## src/rtl/mdu_iter_if.sv

```systemverilog
// Request/response bundle between the execute stage and the iterative multiply/divide unit.
interface mdu_iter_if #(
    parameter int WIDTH = 32
);
    logic             in_valid;
    logic             in_ready;
    logic [2:0]       md_op;
    logic [WIDTH-1:0] md_src1;
    logic [WIDTH-1:0] md_src2;
    logic             flush;
    logic             done;
    logic [WIDTH-1:0] hi;
    logic [WIDTH-1:0] lo;

    modport master (
        output in_valid, md_op, md_src1, md_src2, flush,
        input  in_ready, done, hi, lo
    );

    modport slave (
        input  in_valid, md_op, md_src1, md_src2, flush,
        output in_ready, done, hi, lo
    );
endinterface

```

## src/rtl/mdu_iter.sv

```systemverilog
// Iterative MULT/MULTU/DIV/DIVU/MTHI/MTLO unit with HI/LO registers.
// Define MDU_FAST_MUL_EN to compute multiplies with a single-cycle multiplier in FIX.
module mdu_iter #(
    parameter int WIDTH = 32
) (
    input logic       clk,
    input logic       resetn,
    mdu_iter_if.slave bus
);

`ifdef MDU_FAST_MUL_EN
    localparam bit FAST_MUL = 1'b1;
`else
    localparam bit FAST_MUL = 1'b0;
`endif

    localparam int CW = $clog2(WIDTH);

    typedef enum logic [1:0] {IDLE, CALC, FIX} state_t;

    typedef enum logic [2:0] {
        OP_MULT  = 3'b000,
        OP_MULTU = 3'b001,
        OP_DIV   = 3'b010,
        OP_DIVU  = 3'b011,
        OP_MTHI  = 3'b100,
        OP_MTLO  = 3'b101
    } md_op_t;

    state_t               state, state_nxt;
    logic [CW-1:0]        count;
    logic [2*WIDTH-1:0]   acc;       // mul: {partial, multiplier}; div: {remainder, quotient}
    logic [WIDTH-1:0]     opnd;      // multiplicand or divisor magnitude
    logic                 is_div;
    logic                 neg_q;     // negate product / quotient
    logic                 neg_r;     // negate remainder
    logic [WIDTH-1:0]     hi_q, lo_q;
    logic                 done_q;

    logic                 in_ready;
    logic                 accept;
    logic                 req_mul, req_div, req_signed;
    logic                 src1_neg, src2_neg, div_zero;
    logic [WIDTH-1:0]     src1_mag, src2_mag;

    assign in_ready   = (state == IDLE);
    assign accept     = bus.in_valid & in_ready & ~bus.flush;
    assign req_mul    = (bus.md_op[2:1] == 2'b00);
    assign req_div    = (bus.md_op[2:1] == 2'b01);
    assign req_signed = ~bus.md_op[0];
    assign src1_neg   = req_signed & bus.md_src1[WIDTH-1];
    assign src2_neg   = req_signed & bus.md_src2[WIDTH-1];
    assign src1_mag   = src1_neg ? -bus.md_src1 : bus.md_src1;
    assign src2_mag   = src2_neg ? -bus.md_src2 : bus.md_src2;
    assign div_zero   = (bus.md_src2 == '0);

    // One iteration: shift-add for multiply, restoring step for divide.
    logic [WIDTH:0]       mul_sum;
    logic [WIDTH:0]       div_shift;
    logic                 div_ge;
    logic [WIDTH-1:0]     div_diff;
    logic [2*WIDTH-1:0]   acc_step;

    assign mul_sum   = {1'b0, acc[2*WIDTH-1:WIDTH]} + (acc[0] ? {1'b0, opnd} : '0);
    assign div_shift = acc[2*WIDTH-1:WIDTH-1];
    assign div_ge    = (div_shift >= {1'b0, opnd});
    // When the trial subtraction succeeds the true difference is below the divisor, so W bits suffice.
    assign div_diff  = div_shift[WIDTH-1:0] - opnd;

    always_comb begin
        acc_step = {mul_sum, acc[WIDTH-1:1]};
        if (is_div)
            acc_step = {(div_ge ? div_diff : div_shift[WIDTH-1:0]), acc[WIDTH-2:0], div_ge};
    end

    // Sign correction applied on the FIX edge.
    logic [2*WIDTH-1:0]   prod_raw, prod;
    logic [WIDTH-1:0]     quo, rem;

    assign prod_raw = FAST_MUL ? ({{WIDTH{1'b0}}, opnd} * {{WIDTH{1'b0}}, acc[WIDTH-1:0]}) : acc;
    assign prod     = neg_q ? -prod_raw : prod_raw;
    assign quo      = neg_q ? -acc[WIDTH-1:0] : acc[WIDTH-1:0];
    assign rem      = neg_r ? -acc[2*WIDTH-1:WIDTH] : acc[2*WIDTH-1:WIDTH];

    // NOTE: combinational blocks assign every output a default first so no path infers a latch.
    always_comb begin
        state_nxt = state;
        unique case (state)
            IDLE: begin
                if (accept) begin
                    if (req_div)
                        state_nxt = div_zero ? FIX : CALC;
                    else if (req_mul)
                        state_nxt = FAST_MUL ? FIX : CALC;
                end
            end
            CALC: begin
                if (bus.flush)
                    state_nxt = IDLE;
                else if (count == '0)
                    state_nxt = FIX;
            end
            FIX:     state_nxt = IDLE;
            default: state_nxt = IDLE;
        endcase
    end

    // NOTE: state registers use non-blocking assignments so every flop samples pre-edge values.
    always_ff @(posedge clk or negedge resetn) begin
        if (!resetn)
            state <= IDLE;
        else
            state <= state_nxt;
    end

    // NOTE: the operand/accumulator flops are reset too, keeping X out of hi/lo after any abort.
    always_ff @(posedge clk or negedge resetn) begin
        if (!resetn) begin
            count  <= '0;
            acc    <= '0;
            opnd   <= '0;
            is_div <= 1'b0;
            neg_q  <= 1'b0;
            neg_r  <= 1'b0;
            hi_q   <= '0;
            lo_q   <= '0;
            done_q <= 1'b0;
        end else begin
            done_q <= 1'b0;
            unique case (state)
                IDLE: begin
                    if (accept) begin
                        count <= CW'(WIDTH - 1);
                        case (bus.md_op)
                            OP_MTHI: hi_q <= bus.md_src1;
                            OP_MTLO: lo_q <= bus.md_src1;
                            OP_MULT, OP_MULTU: begin
                                is_div <= 1'b0;
                                opnd   <= src1_mag;
                                acc    <= {{WIDTH{1'b0}}, src2_mag};
                                neg_q  <= src1_neg ^ src2_neg;
                                neg_r  <= 1'b0;
                            end
                            OP_DIV, OP_DIVU: begin
                                is_div <= 1'b1;
                                opnd   <= src2_mag;
                                if (div_zero) begin
                                    // Pre-load the architectural div-by-zero result; FIX passes it through.
                                    acc   <= {bus.md_src1, {WIDTH{1'b1}}};
                                    neg_q <= 1'b0;
                                    neg_r <= 1'b0;
                                end else begin
                                    acc   <= {{WIDTH{1'b0}}, src1_mag};
                                    neg_q <= src1_neg ^ src2_neg;
                                    neg_r <= src1_neg;
                                end
                            end
                            default: ;
                        endcase
                    end
                end
                CALC: begin
                    if (!bus.flush) begin
                        count <= count - 1'b1;
                        acc   <= acc_step;
                    end
                end
                FIX: begin
                    if (!bus.flush) begin
                        done_q <= 1'b1;
                        if (is_div) begin
                            hi_q <= rem;
                            lo_q <= quo;
                        end else begin
                            hi_q <= prod[2*WIDTH-1:WIDTH];
                            lo_q <= prod[WIDTH-1:0];
                        end
                    end
                end
                default: ;
            endcase
        end
    end

    assign bus.in_ready = in_ready;
    assign bus.done     = done_q;
    assign bus.hi       = hi_q;
    assign bus.lo       = lo_q;

endmodule
```

## src/flat_wrapper.sv

```systemverilog
// flat-port wrapper written by rule: the top's interface ports become plain ports
module mdu_iter_flat 
#(
    parameter int WIDTH = 32
)
  (clk, resetn, bus_in_valid, bus_md_op, bus_md_src1, bus_md_src2, bus_flush, bus_in_ready, bus_done, bus_hi, bus_lo);
  mdu_iter_if #(.WIDTH(WIDTH)) bus_i ();
  input logic clk;
  input logic resetn;
  input wire logic [$bits(bus_i.in_valid)-1:0] bus_in_valid;
  input wire logic [$bits(bus_i.md_op)-1:0] bus_md_op;
  input wire logic [$bits(bus_i.md_src1)-1:0] bus_md_src1;
  input wire logic [$bits(bus_i.md_src2)-1:0] bus_md_src2;
  input wire logic [$bits(bus_i.flush)-1:0] bus_flush;
  output wire logic [$bits(bus_i.in_ready)-1:0] bus_in_ready;
  output wire logic [$bits(bus_i.done)-1:0] bus_done;
  output wire logic [$bits(bus_i.hi)-1:0] bus_hi;
  output wire logic [$bits(bus_i.lo)-1:0] bus_lo;
  assign bus_i.in_valid = bus_in_valid;
  assign bus_i.md_op = bus_md_op;
  assign bus_i.md_src1 = bus_md_src1;
  assign bus_i.md_src2 = bus_md_src2;
  assign bus_i.flush = bus_flush;
  assign bus_in_ready = bus_i.in_ready;
  assign bus_done = bus_i.done;
  assign bus_hi = bus_i.hi;
  assign bus_lo = bus_i.lo;
  mdu_iter #(.WIDTH(WIDTH)) u_core (.clk(clk), .resetn(resetn), .bus(bus_i));
endmodule
```

## config.mk

```make
export PLATFORM = sky130hd
export DESIGN_NAME = mdu_iter_flat
export DESIGN_NICKNAME = d
export VERILOG_FILES = /design/src/rtl/mdu_iter_if.sv /design/src/rtl/mdu_iter.sv /design/src/flat_wrapper.sv
export SDC_FILE = /design/constraint.sdc
export NUM_CORES = 1
export LEC_CHECK = 0
export BUFFER_PORTS_ARGS = -buffer_cell sky130_fd_sc_hd__buf_4
export CAP_MARGIN = 20
export CORE_ASPECT_RATIO = 1.5
export CORE_MARGIN = 5
export CORE_UTILIZATION = 37
export DETAILED_ROUTE_END_ITERATION = 7
export PLACE_DENSITY = 0.5
export SKIP_LAST_GASP = 1
export SYNTH_ARGS = -nofsm -noshare
export SYNTH_HDL_FRONTEND = slang
export SYNTH_SLANG_ARGS = --single-unit
```

## constraint.sdc

```tcl
create_clock -name clk -period 3.3 [get_ports clk]
set_input_delay 0.165 -clock clk [delete_from_list [all_inputs] [get_ports clk]]
set_output_delay 0.165 -clock clk [all_outputs]
set_load 0.1 [all_outputs]
```

==> impl_metrics.ini <==
[worst_setup_path]
critPathArrivalTime_ns = 3.57
r2r_end = u_core.acc[59]
cpLargestDelayFamily = compound AO/OA/AOI/OAI gates
end_kind = register
r2r_slack_ns = 0.10
critPathLaunchType = register
worst-setup-path-type = register to register
crit_fanout = 4
worstReg2RegStart = u_core.acc[0]
crit_chain = and2_1 -> ha_1 -> fa_2 -> a211oi_2 -> o21ai_0 -> o31a_1 -> a22o_2 -> a21oi_2 -> buf_4 -> o31ai_1 -> xnor2_1 -> a211o_1 -> a31oi_1
rr_worst_depth = 13
slowest_delay_ns = 0.42
cp.required_ns = 3.68
slowest_stage = dfrtp_1
crit_buf_inv = 1

[timing]
setup_viol = 0
max_freq_mhz = 313.0
final_max_slew_viol_count = 0
max-slew-margin-rel_pct = 47.84
hold_viol_final = 0
tns_ns = 0
finalClockSkew_ns = 0.02021
rsz0062_at_grt = true
finalCritPeriodShare_pct = 96.82
min_period_ns = 3.195
tightest_slew_ns = 0.7765

[final_layout]
finalNetCount = 2403
stdcell_count = 2831
final_core_util_pct = 46.46
fin_area_sq_um = 19150
fillers = 4332
diodes = 0
drive_gt1_share_pct = 20.28
syn_to_final_growth_pct = 24.09

[logic_synthesis]
synth.most_common_cell = nand2_1
synth_cells = 2014
postSynthNetCount = 2157
avgSynthCellArea_sq_um = 7.663
seq_area_frac_synth_pct = 27.73
synth_edf_count = 0
synth_ff_type = dfrtp_1
yosysWarnings = 0
synth-seq-cells = 171
yosys-top-cells-count = 224 x nand2_1, 219 x nor2_1, 184 x a21oi_1
yosys.area.top_type_share_pct = 27.73
yosysTopAreaCell = dfrtp_1
yosys.cell_types.count = 86
synthTopCellsByArea = dfrtp_1 28%, a21oi_1 6.0%, o21ai_0 5.8%, ha_1 5.7%, xnor2_1 5.5%
synth_area_sq_um = 15430
async_flop_share_pct = 100.0

[worst_hold_path]
hp-start = bus_md_src1[30]
hold_depth = 3
min_to = u_core.acc[62]
min_path_type = input port to register

[grt]
grt_pass1_wl_mm = 105.9
grt_max_degree = 63
grt.overflow.total = 0
grt_usage_pct = 30.59
grt_pass1_vias = 16750
grt_antenna_before_repair = 0

[pwr]
finalPower_uw = 23490
leakage_uw = 0.008383
power_density_nw_per_um2 = 1226
vdd.ir_drop.worst_mv = 0.4871

[floorplanning]
num_io_pins = 137
die_w_um = 176.8
std_cell_rows = 91
start_util_pct = 37.44
die_h_um = 260.1
die-area_sq_um = 45980
core_area_sq_um = 41220

[job]
maxCapViolCount = 0

[detailed_routing]
post_drt_wl_per_cell_um = 25.38
viasPerCell = 5.935
firstDrtPassIters = 5
vias = 16800
drt_iter0_markers = 1567
wirelength_mm = 71.85
ant_nets = 0
drc = 0

[placement]
place_area_sq_um = 18370
place_congestion = 0.9945
numPortBuffers = 136
dpl.cell_count = 2794
dp.final_hpwl_mm = 57.96

[clock_tree]
clockBufferDepth = 2
htreeDepth = 4
clock-sinks = 171
cts_root_buf = clkbuf_16
clkSlewWorstSetupHoldPaths_ns = 0.08
cts_tree = built
numCtsBuffers = 17
clock_latency_ns = 0.46

[outcome]
status = completed
==> layout make-up <==
| class | count | area (sq um) | area share [%] |
|---|---|---|---|
| clock buffers | 18 | 439.2 | 2.293 |
| flip-flops and latches | 171 | 4284 | 22.37 |
| well taps | 558 | 698.2 | 3.646 |
| inverters | 55 | 209.0 | 1.091 |
| clock inverters | 14 | 176.4 | 0.9213 |
| repair buffers | 360 | 2805 | 14.65 |
| multi-input cells | 1655 | 10540 | 55.03 |
==> logic make-up (layout without fill, tap and decap cells) <==
group	Yosys count	in the layout	share of synthesized area [%]
simple gates	683	683	20.62
compound gates	666	666	27.03
buf+inv	188	447	4.824
xor+xnor	177	177	10.05
flops	171	171	27.73
fa+ha+maj	72	72	5.935
mux	57	57	3.819
==> sequential cells by signal (all words and copies together), names as in the netlist <==
name             cells
u_core.acc          64
u_core.bus.hi       32
u_core.bus.lo       32
u_core.opnd         32
u_core.count         5
u_core.state         2
u_core.bus.done      1
u_core.is_div        1
u_core.neg_q         1
u_core.neg_r         1
==> per-stage QoR <==
stage               setup WS, ns  hold slack (ns)
finish                    0.1049          0.02477
global route            -0.01180          0.04434
detailed placement       -0.1146           0.1934
global placement        -0.06439           0.1932
CTS                     0.003087         0.008375
floorplan                 0.2116          -0.1306
==> power by group <==
| part | internal, uW | switching [uW] | total (uW) |
|---|---|---|---|
| registers | 3010 | 794 | 3810 |
| clock network | 1110 | 1060 | 2170 |
| logic | 6380 | 11100 | 17500 |
==> cells in the final DEF (no fill, tap or decap), types with 18 or more instances in the layout <==
master     synthesis  final
a31oi_1           23     23
a221oi_1          23     20
nand2_1          224    223
xor2_1            80     80
a21o_1            28     28
o21ai_0          178    175
or3_1             23     23
a211oi_1          21     19
mux2i_1           42     42
o21ai_1           20     20
o211ai_1          27     27
nor3_1            42     42
xnor2_1           97     97
ha_1              70     70
dfrtp_1          171    169
buf_4              4    350
clkbuf_16          0     18
o31ai_1           44     44
inv_1             54     53
nand3_1           26     26
nand2b_1          25     25
nor2_1           219    217
a21oi_1          184    180
==> routing by layer <==
| metal | vias to the layer above | share of wire [%] | GRT usage, % | routed length (um) |
|---|---|---|---|---|
| met5 | - | 0 | 0 | 0 |
| met4 | 0 | 6.7 | 17.31 | 4825 |
| met3 | 199 | 5.7 | 3.810 | 4076 |
| met2 | 726 | 48 | 53.29 | 34810 |
| met1 | 8089 | 39 | 36.10 | 28130 |
| li1 | 7789 | - | - | - |
==> worst reg2reg max path, delay by kind of cell (launching register included) <==
kind | cells | cell delay (ns)
AOI/OAI and AO/OA | 8 | 1.64
xor gates and xnor gates | 1 | 0.15
adders and majority gates | 2 | 0.61
buffers and inverters | 1 | 0.16
DFF | 1 | 0.42
and+or+nand+nor | 1 | 0.16
==> worst max-delay path by stage <==
| stage | from | to | slack (ns) | cells after the start |
|---|---|---|---|---|
| after floorplan | u_core.acc[49] | u_core.acc[44] | 0.21 | 12 |
| after global placement | u_core.acc[0] | u_core.acc[59] | -0.06 | 14 |
| after detailed placement | u_core.acc[0] | u_core.acc[61] | -0.11 | 13 |
| after CTS | u_core.acc[32] | u_core.bus.hi[30] | 0.003 | 11 |
| after global routing | u_core.opnd[0] | u_core.acc[49] | -0.01 | 12 |
| final | u_core.acc[0] | u_core.acc[59] | 0.10 | 13 |
==> timing repair <==
action,4_1_cts,5_1_grt
gates resized for setup,5,23
endpoints found under the setup margin,8,37
setup buffers,0,2
hold buffers,1,0
endpoints found under the hold margin,53,0
cloned,0,1
pin swaps,0,2
Note: power is estimated with default switching activity, not from simulation.
